File: config.mk
export PLATFORM = sky130hd
export DESIGN_NAME = cavlc_residual_ctrl_flat
export DESIGN_NICKNAME = d
export VERILOG_FILES = /design/src/rtl/cavlc_residual_ctrl_pkg.sv /design/src/rtl/cavlc_residual_ctrl_if.sv /design/src/rtl/cavlc_residual_ctrl_suffix_len.sv /design/src/rtl/cavlc_residual_ctrl.sv /design/src/flat_wrapper.sv
export SDC_FILE = /design/constraint.sdc
export NUM_CORES = 1
export LEC_CHECK = 0
export CORE_MARGIN = 2
export CORE_UTILIZATION = 40
export CTS_CLUSTER_SIZE = 8
export DETAILED_ROUTE_END_ITERATION = 6
export PLACE_DENSITY_LB_ADDON = 0.25
export SYNTH_ARGS = -nofsm -noshare
export SYNTH_HDL_FRONTEND = slang
export SYNTH_SLANG_ARGS = --single-unit
File: constraint.sdc
create_clock -name Clk -period 4.2 [get_ports Clk]
set_input_delay 0.84 -clock Clk [delete_from_list [all_inputs] [get_ports Clk]]
set_output_delay 0.84 -clock Clk [all_outputs]
set_load 0.02 [all_outputs]
File: src/rtl/cavlc_residual_ctrl_pkg.sv
`default_nettype none
// ============================================================================
// Module   : cavlc_pkg
// Purpose  : Shared constants and FSM state encoding for the CAVLC residual
//            block sequencer.
// Contents : LEVEL_W, MAX_COEFF, LEN_W, IDX_W, state_e
// Revision : 1.0  initial release
// ============================================================================
package cavlc_pkg;

  localparam int LEVEL_W   = 16;  // signed coefficient width
  localparam int MAX_COEFF = 16;  // level store depth
  localparam int LEN_W     = 6;   // window consume length width
  localparam int IDX_W     = 4;   // coefficient index width

  typedef enum logic [3:0] {
    ST_IDLE = 4'd0,
    ST_CT   = 4'd1,  // wait for window, strobe the coeff_token lookup
    ST_CTW  = 4'd2,  // lookup result valid: latch TC/T1, consume
    ST_T1S  = 4'd3,  // trailing-one sign bits
    ST_LVL  = 4'd4,  // remaining levels via level decoder
    ST_TZ   = 4'd5,  // total_zeros
    ST_RUN  = 4'd6,  // write one coefficient
    ST_RUNW = 4'd7,  // run_before request for the coefficient just written
    ST_DONE = 4'd8
  } state_e;

endpackage
`default_nettype wire

File: src/rtl/cavlc_residual_ctrl_if.sv
`default_nettype none
// ============================================================================
// Module   : cavlc_residual_ctrl_if
// Purpose  : Bundles the bit-window, decoder handshakes and coefficient
//            write bus of the CAVLC residual sequencer.
// Modports : master - the sequencer (drives Consume, *Req, Coeff*, status)
//            slave  - the surrounding datapath / decoders / block store
// Revision : 1.0  initial release
// ============================================================================
interface cavlc_residual_ctrl_if #(
  parameter int LEVEL_W = 16
) ();
  import cavlc_pkg::*;

  // control and window
  logic               Start;
  logic [4:0]         MaxNumCoeff;
  logic               BitsValid;
  logic [2:0]         WinTop;
  logic               Consume;
  logic [LEN_W-1:0]   ConsumeLen;
  // coeff_token table
  logic               CtReq;
  logic [4:0]         TotalCoeff;
  logic [1:0]         TrailingOnes;
  logic [4:0]         CtLen;
  // level decoder
  logic               LevelReq;
  logic               LevelAck;
  logic [2:0]         LevelSuffixLen;
  logic               LevelAdj;
  logic [LEVEL_W-1:0] LevelVal;
  logic [5:0]         LevelLen;
  // total_zeros decoder
  logic               ZerosReq;
  logic               ZerosAck;
  logic [4:0]         TotalZeros;
  logic [4:0]         ZerosLen;
  // run_before decoder
  logic               RunReq;
  logic               RunAck;
  logic [4:0]         ZerosLeft;
  logic [3:0]         RunBefore;
  logic [3:0]         RunLen;
  // block store and status
  logic               BlkStart;
  logic               CoeffWrEn;
  logic [IDX_W-1:0]   CoeffIdx;
  logic [LEVEL_W-1:0] CoeffVal;
  logic               Busy;
  logic               Done;
  logic               Error;

  modport master (
    input  Start, MaxNumCoeff, BitsValid, WinTop,
    input  TotalCoeff, TrailingOnes, CtLen,
    input  LevelAck, LevelVal, LevelLen,
    input  ZerosAck, TotalZeros, ZerosLen,
    input  RunAck, RunBefore, RunLen,
    output Consume, ConsumeLen, CtReq,
    output LevelReq, LevelSuffixLen, LevelAdj,
    output ZerosReq, RunReq, ZerosLeft,
    output BlkStart, CoeffWrEn, CoeffIdx, CoeffVal,
    output Busy, Done, Error
  );

  modport slave (
    output Start, MaxNumCoeff, BitsValid, WinTop,
    output TotalCoeff, TrailingOnes, CtLen,
    output LevelAck, LevelVal, LevelLen,
    output ZerosAck, TotalZeros, ZerosLen,
    output RunAck, RunBefore, RunLen,
    input  Consume, ConsumeLen, CtReq,
    input  LevelReq, LevelSuffixLen, LevelAdj,
    input  ZerosReq, RunReq, ZerosLeft,
    input  BlkStart, CoeffWrEn, CoeffIdx, CoeffVal,
    input  Busy, Done, Error
  );

endinterface
`default_nettype wire

File: src/rtl/cavlc_residual_ctrl_suffix_len.sv
`default_nettype none
// ============================================================================
// Module   : cavlc_suffix_len
// Purpose  : Tracks the level-prefix suffixLength across the levels of one
//            block and flags the +1 magnitude adjustment for the first level.
// Ports    : clk, rst          clock, synchronous active-high reset
//            init, tc, t1      load initial value from TotalCoeff/TrailingOnes
//            upd, lvl          advance after a decoded level
//            suffix_len        current suffixLength (0..6)
//            level_adj         first level of block with fewer than 3 T1s
// Revision : 1.0  initial release
// ============================================================================
module cavlc_suffix_len #(
  parameter int LEVEL_W = 16
) (
  input  wire logic               clk,
  input  wire logic               rst,
  input  wire logic               init,
  input  wire logic [4:0]         tc,
  input  wire logic [1:0]         t1,
  input  wire logic               upd,
  input  wire logic [LEVEL_W-1:0] lvl,
  output logic      [2:0]         suffix_len,
  output logic                    level_adj
);

  logic [2:0]         suffix_q, suffix_d;
  logic               first_q, first_d;
  logic               t1_lt3_q, t1_lt3_d;
  logic [2:0]         s_bump;
  logic [LEVEL_W-1:0] abs_lvl;
  logic [LEVEL_W-1:0] thresh;

  always_comb begin
    suffix_d = suffix_q;
    first_d  = first_q;
    t1_lt3_d = t1_lt3_q;
    // a zero suffixLength is promoted to 1 before the escalation test
    s_bump   = (suffix_q == 3'd0) ? 3'd1 : suffix_q;
    abs_lvl  = lvl[LEVEL_W-1] ? (~lvl + LEVEL_W'(1)) : lvl;
    thresh   = LEVEL_W'(3) << (s_bump - 3'd1);
    if (init) begin
      suffix_d = ((tc > 5'd10) && (t1 != 2'd3)) ? 3'd1 : 3'd0;
      first_d  = 1'b1;
      t1_lt3_d = (t1 != 2'd3);
    end else if (upd) begin
      suffix_d = ((abs_lvl > thresh) && (s_bump < 3'd6)) ? s_bump + 3'd1 : s_bump;
      first_d  = 1'b0;
    end
  end

  always_ff @(posedge clk) begin
    if (rst) begin
      suffix_q <= 3'd0;
      first_q  <= 1'b0;
      t1_lt3_q <= 1'b0;
    end else begin
      suffix_q <= suffix_d;
      first_q  <= first_d;
      t1_lt3_q <= t1_lt3_d;
    end
  end

  assign suffix_len = suffix_q;
  assign level_adj  = first_q & t1_lt3_q;

endmodule
`default_nettype wire

File: src/rtl/cavlc_residual_ctrl.sv
`default_nettype none
// ============================================================================
// Module   : cavlc_residual_ctrl
// Purpose  : Sequences one CAVLC residual-block decode: coeff_token lookup,
//            trailing-one signs, levels, total_zeros and run_before, and
//            writes the placed coefficients to block storage.
// Ports    : Clk, Reset  clock, synchronous active-high reset
//            bus         cavlc_residual_ctrl_if.master (window, decoder
//                        req/ack handshakes, coefficient writes, status)
// Revision : 1.0  initial release
// ============================================================================
module cavlc_residual_ctrl #(
  parameter int LEVEL_W   = cavlc_pkg::LEVEL_W,
  parameter int MAX_COEFF = cavlc_pkg::MAX_COEFF
) (
  input  wire logic              Clk,
  input  wire logic              Reset,
  cavlc_residual_ctrl_if.master  bus
);
  import cavlc_pkg::*;

  localparam logic [LEVEL_W-1:0] POS_ONE = LEVEL_W'(1);
  localparam logic [LEVEL_W-1:0] NEG_ONE = '1;

  state_e            state_q, state_d;
  logic [4:0]        max_q, max_d;
  logic [4:0]        tc_q, tc_d;
  logic [1:0]        t1_q, t1_d;
  logic [4:0]        cnt_q, cnt_d;   // level index being stored / written
  logic [4:0]        pos_q, pos_d;   // next coefficient position
  logic [4:0]        zl_q, zl_d;     // zeros left to place
  logic              err_q, err_d;
  logic              gap_q, gap_d;   // window settles for one cycle after a consume
  logic              lreq_q, lreq_d;
  logic              zreq_q, zreq_d;
  logic              rreq_q, rreq_d;

  logic [LEVEL_W-1:0] lvl_q [MAX_COEFF];

  logic              consume;
  logic [LEN_W-1:0]  consume_len;
  logic              ct_req, blk_start, done;
  logic              wr_en;
  logic [IDX_W-1:0]  wr_idx;
  logic [LEVEL_W-1:0] wr_val;
  logic              t1_wr, lvl_wr, sfx_init, sfx_upd;
  logic              win_ok;
  logic [5:0]        tz_sum;
  logic [2:0]        sfx_len;
  logic              sfx_adj;

  assign win_ok = bus.BitsValid & ~gap_q;
  assign tz_sum = {1'b0, tc_q} + {1'b0, bus.TotalZeros};
  assign gap_d  = consume;

  always_comb begin
    state_d     = state_q;
    max_d       = max_q;
    tc_d        = tc_q;
    t1_d        = t1_q;
    cnt_d       = cnt_q;
    pos_d       = pos_q;
    zl_d        = zl_q;
    err_d       = err_q;
    lreq_d      = lreq_q;
    zreq_d      = zreq_q;
    rreq_d      = rreq_q;
    consume     = 1'b0;
    consume_len = '0;
    ct_req      = 1'b0;
    blk_start   = 1'b0;
    done        = 1'b0;
    wr_en       = 1'b0;
    wr_idx      = '0;
    wr_val      = '0;
    t1_wr       = 1'b0;
    lvl_wr      = 1'b0;
    sfx_init    = 1'b0;
    sfx_upd     = 1'b0;

    unique case (state_q)
      ST_IDLE: begin
        if (bus.Start) begin
          blk_start = 1'b1;
          max_d     = bus.MaxNumCoeff;
          err_d     = 1'b0;
          state_d   = ST_CT;
        end
      end

      ST_CT: begin
        if (win_ok) begin
          ct_req  = 1'b1;
          state_d = ST_CTW;
        end
      end

      ST_CTW: begin
        consume     = 1'b1;
        consume_len = {1'b0, bus.CtLen};
        tc_d        = bus.TotalCoeff;
        t1_d        = bus.TrailingOnes;
        cnt_d       = 5'd0;
        sfx_init    = 1'b1;
        if (bus.TotalCoeff == 5'd0) begin
          state_d = ST_DONE;
        end else if (bus.TotalCoeff > max_q) begin
          err_d   = 1'b1;
          state_d = ST_DONE;
        end else if (bus.TrailingOnes != 2'd0) begin
          state_d = ST_T1S;
        end else begin
          state_d = ST_LVL;
        end
      end

      ST_T1S: begin
        if (win_ok) begin
          t1_wr       = 1'b1;
          consume     = 1'b1;
          consume_len = {4'd0, t1_q};
          if (tc_q > {3'd0, t1_q}) begin
            cnt_d   = {3'd0, t1_q};
            state_d = ST_LVL;
          end else begin
            state_d = ST_TZ;
          end
        end
      end

      ST_LVL: begin
        if (lreq_q) begin
          if (bus.LevelAck) begin
            consume     = 1'b1;
            consume_len = bus.LevelLen;
            lreq_d      = 1'b0;
            lvl_wr      = 1'b1;
            sfx_upd     = 1'b1;
            cnt_d       = cnt_q + 5'd1;
            if (cnt_q + 5'd1 == tc_q) state_d = ST_TZ;
          end
        end else if (win_ok) begin
          lreq_d = 1'b1;
        end
      end

      ST_TZ: begin
        if (tc_q == max_q) begin
          // block is full: no zeros to place, no total_zeros in the stream
          pos_d   = tc_q - 5'd1;
          zl_d    = 5'd0;
          cnt_d   = 5'd0;
          state_d = ST_RUN;
        end else if (zreq_q) begin
          if (bus.ZerosAck) begin
            consume     = 1'b1;
            consume_len = {1'b0, bus.ZerosLen};
            zreq_d      = 1'b0;
            if (tz_sum > {1'b0, max_q}) begin
              err_d   = 1'b1;
              state_d = ST_DONE;
            end else begin
              pos_d   = 5'(tz_sum - 6'd1);
              zl_d    = bus.TotalZeros;
              cnt_d   = 5'd0;
              state_d = ST_RUN;
            end
          end
        end else if (win_ok) begin
          zreq_d = 1'b1;
        end
      end

      ST_RUN: begin
        wr_en  = 1'b1;
        wr_idx = IDX_W'(pos_q);
        wr_val = lvl_q[IDX_W'(cnt_q)];
        if (cnt_q == tc_q - 5'd1) begin
          state_d = ST_DONE;
        end else if (zl_q != 5'd0) begin
          state_d = ST_RUNW;
        end else begin
          pos_d = pos_q - 5'd1;
          cnt_d = cnt_q + 5'd1;
        end
      end

      ST_RUNW: begin
        if (rreq_q) begin
          if (bus.RunAck) begin
            consume     = 1'b1;
            consume_len = {2'd0, bus.RunLen};
            rreq_d      = 1'b0;
            if ({1'b0, bus.RunBefore} > zl_q) begin
              err_d   = 1'b1;
              state_d = ST_DONE;
            end else begin
              pos_d   = pos_q - {1'b0, bus.RunBefore} - 5'd1;
              zl_d    = zl_q - {1'b0, bus.RunBefore};
              cnt_d   = cnt_q + 5'd1;
              state_d = ST_RUN;
            end
          end
        end else if (win_ok) begin
          rreq_d = 1'b1;
        end
      end

      ST_DONE: begin
        done    = 1'b1;
        state_d = ST_IDLE;
      end

      default: state_d = ST_IDLE;
    endcase
  end

  always_ff @(posedge Clk) begin
    if (Reset) begin
      state_q <= ST_IDLE;
      max_q   <= 5'd0;
      tc_q    <= 5'd0;
      t1_q    <= 2'd0;
      cnt_q   <= 5'd0;
      pos_q   <= 5'd0;
      zl_q    <= 5'd0;
      err_q   <= 1'b0;
      gap_q   <= 1'b0;
      lreq_q  <= 1'b0;
      zreq_q  <= 1'b0;
      rreq_q  <= 1'b0;
    end else begin
      state_q <= state_d;
      max_q   <= max_d;
      tc_q    <= tc_d;
      t1_q    <= t1_d;
      cnt_q   <= cnt_d;
      pos_q   <= pos_d;
      zl_q    <= zl_d;
      err_q   <= err_d;
      gap_q   <= gap_d;
      lreq_q  <= lreq_d;
      zreq_q  <= zreq_d;
      rreq_q  <= rreq_d;
    end
  end

  // Level store: T1 signs fill the low entries (WinTop[2] is the first T1),
  // decoded levels follow in bitstream order.
  always_ff @(posedge Clk) begin
    if (t1_wr) begin
      for (int k = 0; k < 3; k++) begin
        if (k < int'(t1_q)) lvl_q[k] <= bus.WinTop[2-k] ? NEG_ONE : POS_ONE;
      end
    end
    if (lvl_wr) lvl_q[IDX_W'(cnt_q)] <= bus.LevelVal;
  end

  cavlc_suffix_len #(
    .LEVEL_W (LEVEL_W)
  ) u_suffix_len (
    .clk        (Clk),
    .rst        (Reset),
    .init       (sfx_init),
    .tc         (bus.TotalCoeff),
    .t1         (bus.TrailingOnes),
    .upd        (sfx_upd),
    .lvl        (bus.LevelVal),
    .suffix_len (sfx_len),
    .level_adj  (sfx_adj)
  );

  assign bus.Consume        = consume;
  assign bus.ConsumeLen     = consume_len;
  assign bus.CtReq          = ct_req;
  assign bus.LevelReq       = lreq_q;
  assign bus.LevelSuffixLen = sfx_len;
  assign bus.LevelAdj       = lreq_q & sfx_adj;
  assign bus.ZerosReq       = zreq_q;
  assign bus.RunReq         = rreq_q;
  assign bus.ZerosLeft      = zl_q;
  assign bus.BlkStart       = blk_start;
  assign bus.CoeffWrEn      = wr_en;
  assign bus.CoeffIdx       = wr_idx;
  assign bus.CoeffVal       = wr_val;
  assign bus.Busy           = (state_q != ST_IDLE);
  assign bus.Done           = done;
  assign bus.Error          = err_q;

endmodule
`default_nettype wire
File: src/flat_wrapper.sv
// flat-port wrapper written by rule: the top's interface ports become plain ports
module cavlc_residual_ctrl_flat import cavlc_pkg::*;
#(
  parameter int LEVEL_W   = cavlc_pkg::LEVEL_W,
  parameter int MAX_COEFF = cavlc_pkg::MAX_COEFF
)
  (Clk, Reset, bus_Start, bus_MaxNumCoeff, bus_BitsValid, bus_WinTop, bus_TotalCoeff, bus_TrailingOnes, bus_CtLen, bus_LevelAck, bus_LevelVal, bus_LevelLen, bus_ZerosAck, bus_TotalZeros, bus_ZerosLen, bus_RunAck, bus_RunBefore, bus_RunLen, bus_Consume, bus_ConsumeLen, bus_CtReq, bus_LevelReq, bus_LevelSuffixLen, bus_LevelAdj, bus_ZerosReq, bus_RunReq, bus_ZerosLeft, bus_BlkStart, bus_CoeffWrEn, bus_CoeffIdx, bus_CoeffVal, bus_Busy, bus_Done, bus_Error);
  cavlc_residual_ctrl_if #(.LEVEL_W(LEVEL_W)) bus_i ();
  input  wire logic Clk;
  input  wire logic Reset;
  input wire logic [$bits(bus_i.Start)-1:0] bus_Start;
  input wire logic [$bits(bus_i.MaxNumCoeff)-1:0] bus_MaxNumCoeff;
  input wire logic [$bits(bus_i.BitsValid)-1:0] bus_BitsValid;
  input wire logic [$bits(bus_i.WinTop)-1:0] bus_WinTop;
  input wire logic [$bits(bus_i.TotalCoeff)-1:0] bus_TotalCoeff;
  input wire logic [$bits(bus_i.TrailingOnes)-1:0] bus_TrailingOnes;
  input wire logic [$bits(bus_i.CtLen)-1:0] bus_CtLen;
  input wire logic [$bits(bus_i.LevelAck)-1:0] bus_LevelAck;
  input wire logic [$bits(bus_i.LevelVal)-1:0] bus_LevelVal;
  input wire logic [$bits(bus_i.LevelLen)-1:0] bus_LevelLen;
  input wire logic [$bits(bus_i.ZerosAck)-1:0] bus_ZerosAck;
  input wire logic [$bits(bus_i.TotalZeros)-1:0] bus_TotalZeros;
  input wire logic [$bits(bus_i.ZerosLen)-1:0] bus_ZerosLen;
  input wire logic [$bits(bus_i.RunAck)-1:0] bus_RunAck;
  input wire logic [$bits(bus_i.RunBefore)-1:0] bus_RunBefore;
  input wire logic [$bits(bus_i.RunLen)-1:0] bus_RunLen;
  output wire logic [$bits(bus_i.Consume)-1:0] bus_Consume;
  output wire logic [$bits(bus_i.ConsumeLen)-1:0] bus_ConsumeLen;
  output wire logic [$bits(bus_i.CtReq)-1:0] bus_CtReq;
  output wire logic [$bits(bus_i.LevelReq)-1:0] bus_LevelReq;
  output wire logic [$bits(bus_i.LevelSuffixLen)-1:0] bus_LevelSuffixLen;
  output wire logic [$bits(bus_i.LevelAdj)-1:0] bus_LevelAdj;
  output wire logic [$bits(bus_i.ZerosReq)-1:0] bus_ZerosReq;
  output wire logic [$bits(bus_i.RunReq)-1:0] bus_RunReq;
  output wire logic [$bits(bus_i.ZerosLeft)-1:0] bus_ZerosLeft;
  output wire logic [$bits(bus_i.BlkStart)-1:0] bus_BlkStart;
  output wire logic [$bits(bus_i.CoeffWrEn)-1:0] bus_CoeffWrEn;
  output wire logic [$bits(bus_i.CoeffIdx)-1:0] bus_CoeffIdx;
  output wire logic [$bits(bus_i.CoeffVal)-1:0] bus_CoeffVal;
  output wire logic [$bits(bus_i.Busy)-1:0] bus_Busy;
  output wire logic [$bits(bus_i.Done)-1:0] bus_Done;
  output wire logic [$bits(bus_i.Error)-1:0] bus_Error;
  assign bus_i.Start = bus_Start;
  assign bus_i.MaxNumCoeff = bus_MaxNumCoeff;
  assign bus_i.BitsValid = bus_BitsValid;
  assign bus_i.WinTop = bus_WinTop;
  assign bus_i.TotalCoeff = bus_TotalCoeff;
  assign bus_i.TrailingOnes = bus_TrailingOnes;
  assign bus_i.CtLen = bus_CtLen;
  assign bus_i.LevelAck = bus_LevelAck;
  assign bus_i.LevelVal = bus_LevelVal;
  assign bus_i.LevelLen = bus_LevelLen;
  assign bus_i.ZerosAck = bus_ZerosAck;
  assign bus_i.TotalZeros = bus_TotalZeros;
  assign bus_i.ZerosLen = bus_ZerosLen;
  assign bus_i.RunAck = bus_RunAck;
  assign bus_i.RunBefore = bus_RunBefore;
  assign bus_i.RunLen = bus_RunLen;
  assign bus_Consume = bus_i.Consume;
  assign bus_ConsumeLen = bus_i.ConsumeLen;
  assign bus_CtReq = bus_i.CtReq;
  assign bus_LevelReq = bus_i.LevelReq;
  assign bus_LevelSuffixLen = bus_i.LevelSuffixLen;
  assign bus_LevelAdj = bus_i.LevelAdj;
  assign bus_ZerosReq = bus_i.ZerosReq;
  assign bus_RunReq = bus_i.RunReq;
  assign bus_ZerosLeft = bus_i.ZerosLeft;
  assign bus_BlkStart = bus_i.BlkStart;
  assign bus_CoeffWrEn = bus_i.CoeffWrEn;
  assign bus_CoeffIdx = bus_i.CoeffIdx;
  assign bus_CoeffVal = bus_i.CoeffVal;
  assign bus_Busy = bus_i.Busy;
  assign bus_Done = bus_i.Done;
  assign bus_Error = bus_i.Error;
  cavlc_residual_ctrl #(.LEVEL_W(LEVEL_W), .MAX_COEFF(MAX_COEFF)) u_core (.Clk(Clk), .Reset(Reset), .bus(bus_i));
endmodule
## Word level (Yosys, flattened, before mapping)

Memories as Yosys holds them, arrays and structs flattened. A register that Yosys moved wholly into a read port is not among the register bits.
Index checks and enable logic that the tools add are counted.

- Output and inout bits: 45
- Flip-flop bits (word level): 41
- Memories: 1
- RAM bits: 256
- Word-level logic and storage cells: 224

Memory list:

| memory | depth | width | rd ports | clocked after memory_dff | wr ports | line | RTL |
|---|---|---|---|---|---|---|---|
| u_core.lvl_q | 16 | 16 | 1 | 1 | 3 | cavlc_residual_ctrl.sv:38 | `logic [LEVEL_W-1:0] lvl_q [MAX_COEFF];` |

- Bitwise operators: 6
- Equality and inequality tests: 35
- $lt $le $gt $ge: 10
- $add $sub $neg: 11
- Shifts and indexed selects: 1
- Mux-type cells: 124
- Reductions and logical operators: 21

Operator list:

| operator | number |
|---|---|
| $mux 5 | 30 |
| $mux 16 | 6 |
| $mux 4 | 22 |
| $mux 1 | 48 |
| $pmux 4 s8 | 1 |
| $mux 6 | 5 |
| $pmux 5 s6 | 1 |
| $pmux 6 s5 | 1 |
| $reduce_and 11->1 | 2 |
| $ne 2x1->1 const B | 10 |
| $ne 2x2->1 const B | 10 |
| $sub 5x1->5 const B | 4 |
| $add 16x1->16 const B | 1 |
| $eq 4x3->1 const B | 4 |
| $gt 16x16->1 | 1 |
| $not 16->16 | 1 |
| $reduce_or 16->1 | 1 |
| $shl 2x3->16 const A | 1 |
| $eq 5x5->1 | 3 |
| $mux 3 | 5 |
| $pmux 5 s3 | 1 |
| $reduce_and 13->1 | 1 |
| $pmux 5 s2 | 1 |
| $sub 5x4->5 | 2 |
| 34 further kinds | 46 |

## Logic depth before layout (Yosys ltp)

- Depth after elaboration: 9
- Depth in mapped cells: 15

## Modules after synthesis

A second synthesis with hierarchy kept.

- Cell total of the unflattened synthesis: 1016
- Area, all modules: 14438.8 um2

Modules (own cells, without submodules):

| module | instances | cells an instance | area an instance (um2) |
|---|---|---|---|
| cavlc_residual_ctrl | 1 | 890 | 13500.4 |
| cavlc_suffix_len | 1 | 126 | 938.4 |

## Worst setup path before layout

Ideal clock, no wire load.

- Path kind: input port to flip-flop
- Start: input bus_TotalZeros[0]
- End: register u_core.cnt_q[1]
- Library setup time: 0.087 ns
- Arrival: 3.269 ns
- Cell stages on the path: 14
- Buffers on the path: 0
- Setup slack: 0.844 ns
- Cells stage by stage: ha_1 inv_1 fa_1 inv_1 a21o_1 a21oi_1 xnor2_1 ha_1 mux2i_1 a21oi_1 nor2_1 o221ai_2 or4_1 o31ai_1

- Longest elaborated chain between the ends: 4

Ends and longest elaborated chain:

| item | line | RTL |
|---|---|---|
| start, declared | flat_wrapper.sv:22 | `input wire logic [$bits(bus_i.TotalZeros)-1:0] bus_TotalZeros;` |
| $add 5x5->6 | cavlc_residual_ctrl.sv:53 | `assign tz_sum = {1'b0, tc_q} + {1'b0, bus.TotalZeros};` |
| $gt 6x5->1 | cavlc_residual_ctrl.sv:159 | `if (tz_sum > {1'b0, max_q}) begin` |
| $ne 3x2->1 (no line) | - |  |
| $reduce_and 13->1 (no line) | - |  |
| end signal, assigned | cavlc_residual_ctrl.sv:237 | `cnt_q <= cnt_d;` |
| end, declared | cavlc_residual_ctrl.sv:29 | `logic [4:0] cnt_q, cnt_d;` |

No other way between the ends.
A chain may end at the register's enable or synchronous reset.

==> run summary <==
STA
- **worst-margin pin slew** 1.066 ns
- **Final setup violation count** 0
- **Final Hold Viols** 0
- **final total negative setup slack** 0 ns
- **Fin Clk Skew** 0.01903 ns
- **worst-case headroom to the max-slew limit** 0.2851
- **minimum clock period after layout** 3.947 ns
- **RSZ-0062 raised after global routing** no
- **achievable frequency** 0.2533 GHz
- **final cycle utilization of the critical path** 0.9398
- **final count of pins violating max slew** 0

Pwr
- **combinational group share of total power** 0.211
- **design internal power** 0.005998 W
- **Pleak** 6.071 nW
- **share of total power in sequential cells** 0.409
- **relative contribution of the clock network to total power** 0.380
- **Peak VDD IR** 0.2753 mV
- **Cell Pwr Density** 457.9 nW/um^2
- **net switching share of the total power** 0.2692
- **Pwr Total** 0.008207 W
- **net switching power of the design** 0.002209 W

Drt
- **1st-iter DRT viols** 898
- **final wirelength** 40010 um
- **drt pass-1 iters** 7
- **number of nets with antenna violations after routing** 0
- **drc violations** 0
- **vias** 9712
- **Via-to-Cell Ratio** 5.795
- **drt wl/cell** 23.87 um

Critical path
- **start-to-end type of the worst setup path** reg2out
- **Reg-to-Reg End** u_core.cnt_q[0]
- **largest fanout of any net on the critical path** 25
- **depth of the worst register-to-register path** 14
- **Reg2Reg Launch Point** u_core.tc_q[0]
- **kind of start point of the critical path** flip-flop
- **required time at the worst-slack endpoint** 3.36 ns
- **Register-to-Register Setup Slack** 0.83 ns
- **Setup crit end kind** primary output
- **arrival time reported for the critical path endpoint** 3.11 ns

Place
- **Final HPWL DP** 25500 um
- **IO buf count** 111
- **placed cell area** 16730 um^2
- **routability-driven placement congestion ratio** 0.8541

Floorplanning
- **Total Die Area** 38320 um^2
- **vertical extent of the die** 195.8 um
- **die outline width** 195.8 um
- **Core Area** 36430 um^2
- **I/O pin count** 112
- **Row Count** 70
- **Starting Density** 0.4037

Yosys
- **Synthesis Warnings** 0
- **sequential-to-total area share from yosys stat** 0.5825
- **synthesized net count** 1152
- **post-synthesis instance area** 14710 um^2
- **register bit total from synthesis** 300
- **Synth async-reset ratio** 0
- **Mapped Cells** 1036
- **unique cell type count in the Yosys netlist** 82
- **Mapped Avg Cell Area** 14.20 um^2
- **most used flip-flop cell after synthesis** sky130_fd_sc_hd__edfxtp_1
- **number of enable-type register cells in the synthesized netlist** 256

Hold path
- **worst min path class** reg2reg
- **startpoint of the worst hold path** u_core.u_suffix_len.t1_lt3_q
- **Worst Hold Path EP** u_core.u_suffix_len.t1_lt3_q
- **Hold Path Cell Cnt** 2

Clock network
- **total clock buffers created by CTS** 43
- **Root Buffer** sky130_fd_sc_hd__clkbuf_16
- **maximum buffer depth of the clock tree** 3
- **post-CTS sizing** 0
- **clock transition at the registers of the reported paths** 0.05 ns
- **clk sinks** 300
- **hold buffers post-CTS** 0
- **htree depth** 2
- **number of setup buffers added after CTS** 0
- **insertion delay to the later sink of the worst-skew pair** 0.55 ns
- **clock tree from TritonCTS** yes

Layout
- **layout cell share with drive strength beyond 1** 0.2161
- **area growth from synthesis to layout** 21.86%
- **number of inserted diodes** 0
- **post-route design area** 17920 um^2
- **Total Nets Final** 1310

Job
- **# Max-Cap Violations** 0

Global route
- **number of antenna violations at the first check in global routing** 0
- **overflow left after global routing** 0
- **aggregate global-route resource usage** 0.2112
- **vias in the first global route** 9896
- **global-route wire length before repair** 60820 um
- **maximum number of pins on one net before global-route repair** 50

Outcome
- **outcome** finished, final reports clean

[how the worst max path moves through the flow]
stage | slack, ns | depth (start not counted) | start | to
after global routing | 0.06 | 6 | u_core.state_q[1] | bus_CoeffVal[3]
after floorplan | 0.84 | 14 | bus_TotalZeros[0] | u_core.cnt_q[1]
final | 0.25 | 5 | flip-flop | bus_CoeffVal[15]
after detailed placement | 0.04 | 15 | bus_TotalZeros[0] | flip-flop
after global placement | 0.07 | 15 | bus_TotalZeros[0] | u_core.cnt_q[0]
after CTS | 0.24 | 5 | flip-flop | bus_CoeffVal[15]
[power groups by stage]
stage / Combinational [W] / Sequential (W) / Clock (W)
floorplan: 0.00122 / 0.00339 / 0
global placement: 0.00172 / 0.00341 / 0
detailed placement: 0.00173 / 0.00341 / 0
CTS: 0.00174 / 0.00336 / 0.00318
global route: 0.00190 / 0.00336 / 0.00331
finish: 0.00173 / 0.00336 / 0.00312
[cell families after synthesis]
logic type      share of synthesized area
simple gates                      0.09493
compound gates                    0.09816
mux                                0.1327
flops                              0.5825
fa+ha+maj                         0.04321
xor+xnor                          0.01837
buf+inv                           0.03011
[layout by cell type, fill, tap and decap left out, types with 8 or more instances in the layout]
cell,instances
sky130_fd_sc_hd__edfxtp_1,256
sky130_fd_sc_hd__clkdlybuf4s50_1,111
sky130_fd_sc_hd__mux4_2,80
sky130_fd_sc_hd__buf_4,61
sky130_fd_sc_hd__nand2_1,57
sky130_fd_sc_hd__nor2_1,51
sky130_fd_sc_hd__ha_1,46
sky130_fd_sc_hd__clkbuf_16,43
sky130_fd_sc_hd__dfxtp_1,42
sky130_fd_sc_hd__inv_1,41
sky130_fd_sc_hd__a31o_2,41
sky130_fd_sc_hd__a21oi_1,36
sky130_fd_sc_hd__o21ai_0,33
sky130_fd_sc_hd__and2_1,28
sky130_fd_sc_hd__xnor2_1,21
sky130_fd_sc_hd__nor3_1,17
sky130_fd_sc_hd__and3_1,15
sky130_fd_sc_hd__mux2i_1,15
sky130_fd_sc_hd__nand3_1,13
sky130_fd_sc_hd__clkbuf_1,11
sky130_fd_sc_hd__nand4_1,10
sky130_fd_sc_hd__nand2b_1,8
sky130_fd_sc_hd__a21o_1,8
sky130_fd_sc_hd__nor2b_1,8
sky130_fd_sc_hd__a211oi_1,8
sky130_fd_sc_hd__xor2_1,8
[registers in the layout, indices dropped and copies added (netlist names), 2 cells and up, named ones only]
name                            flops
u_core.lvl_q                      256
u_core.bus.ZerosLeft                5
u_core.cnt_q                        5
u_core.max_q                        5
u_core.tc_q                         5
u_core.pos_q                        4
u_core.state_q                      4
u_core.u_suffix_len.suffix_len      3
u_core.t1_q                         2
[synthesized netlist by cell type, types with 23 or more instances]
cell type	n	area, um^2
sky130_fd_sc_hd__inv_1	41	153.9
sky130_fd_sc_hd__a31o_2	41	359.1
sky130_fd_sc_hd__nand2_1	57	214.0
sky130_fd_sc_hd__o21ai_0	33	165.2
sky130_fd_sc_hd__mux4_2	80	1802
sky130_fd_sc_hd__and2_1	28	175.2
sky130_fd_sc_hd__a21oi_1	36	180.2
sky130_fd_sc_hd__dfxtp_1	44	880.8
sky130_fd_sc_hd__ha_1	46	575.6
sky130_fd_sc_hd__clkbuf_1	37	138.9
sky130_fd_sc_hd__buf_2	23	115.1
sky130_fd_sc_hd__edfxtp_1	256	7687
sky130_fd_sc_hd__nor2_1	52	195.2
[worst max-delay path, stage by stage, from the launching register on]
cell and delay (ns):
sky130_fd_sc_hd__dfxtp_2 0.69, sky130_fd_sc_hd__buf_12 0.27, sky130_fd_sc_hd__mux4_2 0.33, sky130_fd_sc_hd__mux4_2 0.53, sky130_fd_sc_hd__and2_1 0.18, sky130_fd_sc_hd__clkdlybuf4s50_1 0.53
[per-layer routing]
metal / global-route usage / share of wire
met2: 0.3507 / 0.48
met4: 0.05022 / 0.018
met1: 0.2917 / 0.44
met3: 0.03644 / 0.063
met5: 0 / 0
[cell type report]
class,count,area (um^2)
clock buffers,56,1145
clock inverters,3,48.80
fillers,3152,18510
inverters,41,153.9
multi-input cells,629,5709
flip-flops and latches,300,8573
well taps,468,585.6
repair buffers,179,1709
[per-stage QoR]
step | worst slack, ns | std cells | hold WS [ns] | utilization
after global routing | 0.05761 | 1676 | 0.5239 | 0.4920
after detailed placement | 0.04356 | 1617 | 0.4894 | 0.4592
after global placement | 0.06907 | 1617 | 0.4812 | 0.4592
final | 0.2527 | 1676 | 0.4938 | 0.4920
after CTS | 0.2362 | 1676 | 0.4970 | 0.4920
after floorplan | 0.8441 | 1036 | 0.4699 | -
No activity file was read; power rests on OpenSTA's default activity.
